===== src/rtl/serial_deser_pkg.sv =====
// Shared types and constants for the serial word deserializer.
package serial_deser_pkg;

    // Receive FSM: IDLE while no partial word is held, RECV while bits are being collected.
    typedef enum logic {
        IDLE = 1'b0,
        RECV = 1'b1
    } state_t;

    // Fill direction latched on the first bit of each frame.
    localparam logic MODE_LSB_FIRST = 1'b0;
    localparam logic MODE_MSB_FIRST = 1'b1;

endpackage


===== src/rtl/word_hold_buf.sv =====
// One-word holding buffer with valid/ready output and sticky overrun flag.
// A load while the buffer is full and not being drained drops the new word.
module word_hold_buf
    import serial_deser_pkg::*;
#(
    parameter int WIDTH = 4
) (
    input  logic             clk,
    input  logic             reset,
    input  logic             load,
    input  logic [WIDTH-1:0] load_data,
    input  logic             out_ready,
    input  logic             clr_overrun,
    output logic [WIDTH-1:0] out_data,
    output logic             out_valid,
    output logic             overrun
);

    logic [WIDTH-1:0] r_data;
    logic             r_valid;
    logic             r_overrun;
    logic             w_drain;
    logic             w_room;

    assign w_drain = r_valid & out_ready;
    assign w_room  = (~r_valid) | out_ready;

    // Hold the word, take a new one when there is room, and flag a dropped word.
    always_ff @(posedge clk) begin
        if (!reset) begin
            r_data    <= {WIDTH{1'b0}};
            r_valid   <= 1'b0;
            r_overrun <= 1'b0;
        end else begin
            if (load && w_room) begin
                r_data  <= load_data;
                r_valid <= 1'b1;
            end else if (w_drain) begin
                r_valid <= 1'b0;
            end else begin
                r_valid <= r_valid;
            end

            // A set in the same cycle as a clear must win.
            if (load && !w_room) begin
                r_overrun <= 1'b1;
            end else if (clr_overrun) begin
                r_overrun <= 1'b0;
            end else begin
                r_overrun <= r_overrun;
            end
        end
    end

    assign out_data  = r_data;
    assign out_valid = r_valid;
    assign overrun   = r_overrun;

endmodule


===== src/rtl/serial_word_deserializer.sv =====
// Serial-to-parallel word assembler: collects WIDTH bits MSB- or LSB-first
// and hands each completed word to a one-word valid/ready holding buffer.
module serial_word_deserializer
    import serial_deser_pkg::*;
#(
    parameter int WIDTH = 4
) (
    input  logic             clk,
    input  logic             reset,
    input  logic             ser_valid,
    input  logic             ser_data,
    input  logic             frame_start,
    input  logic             msb_first,
    output logic [WIDTH-1:0] out_data,
    output logic             out_valid,
    input  logic             out_ready,
    output logic             busy,
    output logic             overrun,
    input  logic             clr_overrun
);

    localparam int CNT_W = $clog2(WIDTH + 1);

    state_t           r_state;
    logic [WIDTH-1:0] r_sr;
    logic [CNT_W-1:0] r_cnt;
    logic             r_mode;
    logic             r_busy;

    logic             w_first;
    logic             w_mode;
    logic [WIDTH-1:0] w_sr_next;
    logic [CNT_W-1:0] w_cnt_next;
    logic             w_complete;

    // Next shift value and bit count for the bit currently on ser_data.
    always_comb begin
        w_first    = (r_state == IDLE) | frame_start;
        w_mode     = w_first ? msb_first : r_mode;
        w_sr_next  = (w_mode == MODE_MSB_FIRST) ? {r_sr[WIDTH-2:0], ser_data}
                                                : {ser_data, r_sr[WIDTH-1:1]};
        w_cnt_next = w_first ? CNT_W'(1) : (r_cnt + CNT_W'(1));
        if (ser_valid && (w_cnt_next == CNT_W'(WIDTH))) begin
            w_complete = 1'b1;
        end else begin
            w_complete = 1'b0;
        end
    end

    // Receive FSM: shift in qualified bits, restart on frame_start, finish on the last bit.
    always_ff @(posedge clk) begin
        if (!reset) begin
            r_state <= IDLE;
            r_sr    <= {WIDTH{1'b0}};
            r_cnt   <= {CNT_W{1'b0}};
            r_mode  <= MODE_LSB_FIRST;
            r_busy  <= 1'b0;
        end else if (ser_valid) begin
            r_sr   <= w_sr_next;
            r_mode <= w_mode;
            case (w_complete)
                1'b1: begin
                    r_state <= IDLE;
                    r_cnt   <= {CNT_W{1'b0}};
                    r_busy  <= 1'b0;
                end
                default: begin
                    r_state <= RECV;
                    r_cnt   <= w_cnt_next;
                    r_busy  <= 1'b1;
                end
            endcase
        end else begin
            r_state <= r_state;
            r_sr    <= r_sr;
            r_cnt   <= r_cnt;
            r_mode  <= r_mode;
            r_busy  <= r_busy;
        end
    end

    assign busy = r_busy;

    word_hold_buf #(
        .WIDTH(WIDTH)
    ) u_buf (
        .clk        (clk),
        .reset      (reset),
        .load       (w_complete),
        .load_data  (w_sr_next),
        .out_ready  (out_ready),
        .clr_overrun(clr_overrun),
        .out_data   (out_data),
        .out_valid  (out_valid),
        .overrun    (overrun)
    );

endmodule


===== config.mk =====
export PLATFORM = sky130hd
export DESIGN_NAME = serial_word_deserializer
export DESIGN_NICKNAME = d
export VERILOG_FILES = /design/src/rtl/serial_deser_pkg.sv /design/src/rtl/word_hold_buf.sv /design/src/rtl/serial_word_deserializer.sv
export SDC_FILE = /design/constraint.sdc
export NUM_CORES = 1
export LEC_CHECK = 0
export ABC_AREA = 1
export CAP_MARGIN = 20
export CORE_ASPECT_RATIO = 0.75
export CORE_MARGIN = 2
export CORE_UTILIZATION = 45
export DETAILED_ROUTE_END_ITERATION = 16
export GPL_TIMING_DRIVEN = 0
export PLACE_DENSITY = 0.7
export SYNTH_ARGS = -nofsm -noshare
export SYNTH_HDL_FRONTEND = slang
export SYNTH_HIERARCHICAL = 1
export SYNTH_SLANG_ARGS = --single-unit

===== constraint.sdc =====
create_clock -name clk -period 2 [get_ports clk]
set_input_delay 0.3 -clock clk [delete_from_list [all_inputs] [get_ports clk]]
set_output_delay 0.3 -clock clk [all_outputs]
set_load 0.005 [all_outputs]

==> results.cfg <==
[outcome]
outcome = completed

[clock_network]
postCtsSetupRepairBufs = 0
cts-hold-fix-buffers = 0
clk_root_buffer_cell = sky130_fd_sc_hd__clkbuf_4
postCtsResizedCells = 0
tritoncts = done
clk_latency_ns = 0.28
cts-root-to-sink-buffers = 2
cts-htree-levels = 1
cts_buffers = 3
clkSlewWorstSetupHoldPaths_ns = 0.09
cts.sinks = 15

[final_layout]
layout-drive-gt1-share = 0.152
antennaDiodeCount = 0
area_growth_pct = 23.4
final_cell_area_sq_um = 968
final_cell_mix = 20 x sky130_fd_sc_hd__nand3_1, 17 x sky130_fd_sc_hd__nand2_1, 16 x sky130_fd_sc_hd__inv_1, 16 x sky130_fd_sc_hd__nor2_1, 15 x sky130_fd_sc_hd__dfxtp_1
layout_commonest_cell = sky130_fd_sc_hd__nand3_1
nNetsFinal = 142

[timing]
finalHoldViolCount = 0
setup_tns_ns = 0
period_utilization_post_route = 0.798
slew_viol_final = 0
grt_setup_unrepaired = false
worstMarginPinSlew_ns = 0.341
final.min_clock_period_ns = 1.60
max_slew_margin = 0.772
max_freq_ghz = 0.627
report.final.setup_viol = 0
clock_skew_ns = 0.00586

[placed_design]
gp_routability_congestion = 0.883
portBuffers = 13
place_hpwl_um = 1150
placedInstanceArea_sq_um = 942

[setup_path]
startpoint_type = flop
worst_r2r_path_depth = 8
worstSetupEndpointType = output pin
critical-path-top-delay-family = buffers and inverters
critical_path.n_buffers_inverters = 1
cell_depth_of_the_worst_setup_path = 1
crit_fanout = 6
worst_path_cell_trace = clkdlybuf4s50_1
crit_arrival_ns = 1.30
critical_path_s_slowest_cell = sky130_fd_sc_hd__clkdlybuf4s50_1
required_ns = 1.70
crit_path_max_incr_delay_ns = 0.55
worstSetupPathType = flop to output pin

[yosys]
syn_nets = 124
netlist.area_leader.share = 0.383
synthesis.yosys.warnings = 6
netlist_instances = 115
netlist-cell-type-count = 18
synth_top_area_cell = sky130_fd_sc_hd__dfxtp_1
syn_area_sq_um = 785
ys_seq_elements = 15
synth_sequential_area_ratio = 0.383
netlist_top_cells_area = sky130_fd_sc_hd__dfxtp_1 38%, sky130_fd_sc_hd__nand3_1 13%, sky130_fd_sc_hd__nand2_1 8.1%
syn_area_per_cell_sq_um = 6.82

[global_route]
grt_pass1_wl_um = 2470
grt_pass1_vias = 583
groute.usage.overall = 0.167
use_met3 = 0.0672
total_congestion_overflow = 0
grt_start_max_net_pins = 11
top_usage_layer = met2
met1_usage = 0.216
grt_antenna_before_repair = 0
grt.met2_usage = 0.266

[route]
drt-vias-per-instance = 4.82
finalWirelength_um = 1540
dr_total_vias = 743
drt-wirelength-per-cell_um = 9.97
route.detailed.drc = 0
antenna_violating_nets_post_route = 0
dr.pass1.iters = 4
drt_first_iter_violations = 14

[power_and_ir_drop]
power_frac_comb = 0.155
power.switching_uw = 153
power.clock.fraction = 0.293
power_density_over_the_cells_nw_per_um2 = 599
leakage_uw = 0.000455
switching_share = 0.264
power_report.internal_total_uw = 427
maximum_vdd_drop_v = 0.000447
flop_pwr_share = 0.552

[hold_path]
timing.hold.worst_path_depth = 4
hp_class = primary input to flop

[die]
die-height_um = 40.2
fp.dieArea_sq_um = 2100
start_util = 0.464
die-width_um = 52.2
placementRows = 13
area_inside_the_core_boundary_sq_um = 1690
io_pins = 15

[flow_run]
cap_violations = 0
power by group through the flow:
stage / sequential, uW / combinational, uW / clock [uW]
2_1_floorplan: 325 / 60.0 / 0
3_3_place_gp: 327 / 87.5 / 0
3_5_place_dp: 327 / 89.3 / 0
4_1_cts: 320 / 89.9 / 177
5_1_grt: 322 / 102 / 192
6_report: 320 / 89.9 / 170
cells by family after synthesis:
kind of cell	Yosys count	share of synthesized area
adders and majority gates	1	0.0159
buffers and inverters	25	0.131
DFF	15	0.383
and+or+nand+nor	61	0.384
AOI/OAI and AO/OA	13	0.0861
routing by layer:
metal	up-vias	wire (um)
met5	-	0
met4	0	10
met3	2	70
met2	13	677
met1	329	777
li1	399	-
per-stage QoR:
step	hold WS [ns]	setup WS (ns)	util	instances	power, uW
floorplan	0.421	0.677	-	115	385
global placement	0.455	0.320	0.557	150	414
detailed placement	0.463	0.313	0.557	150	416
CTS	0.389	0.400	0.572	154	587
global route	0.413	0.349	0.572	154	616
finish	0.393	0.405	0.572	154	580
synth_stat cells:
library cell               instances
sky130_fd_sc_hd__nand2_4           1
sky130_fd_sc_hd__nand2_2           3
sky130_fd_sc_hd__buf_4             2
sky130_fd_sc_hd__inv_2             6
sky130_fd_sc_hd__nor2_4            1
sky130_fd_sc_hd__o211ai_1          1
sky130_fd_sc_hd__inv_1            16
sky130_fd_sc_hd__nand2_1          17
sky130_fd_sc_hd__o21ai_0           1
sky130_fd_sc_hd__dfxtp_1          15
sky130_fd_sc_hd__nor2_1           16
sky130_fd_sc_hd__o21ai_1           2
sky130_fd_sc_hd__nor3_4            1
sky130_fd_sc_hd__nand3_2           2
sky130_fd_sc_hd__nand3_1          20
sky130_fd_sc_hd__buf_2             1
sky130_fd_sc_hd__a21oi_1           9
sky130_fd_sc_hd__ha_1              1
path summary, 6_finish.rpt:
path | slack (ns) | start | endpoint
max | 0.40 | busy | busy
min | 0.39 | ser_valid | r_cnt[2]
max reg2reg | 0.53 | r_cnt[0] | u_buf/out_data[3]
min reg2reg | 0.47 | u_buf/overrun | u_buf/overrun
flip-flops by register name (all words and copies together), names as in the netlist:
signal / count
r_sr: 4
u_buf/out_data: 4
r_cnt: 3
busy: 1
r_mode: 1
u_buf/out_valid: 1
u_buf/overrun: 1
area by class of cell:
class / count / area, sq um
Buffer: 3 / 20.0
Clock buffer: 4 / 26.3
Inverter: 22 / 82.6
Tap cell: 22 / 27.5
Multi-Input combinational cell: 75 / 382
Timing Repair Buffer: 13 / 130
Fill cell: 173 / 723
Sequential cell: 15 / 300
No activity file was read; power rests on OpenSTA's default activity.
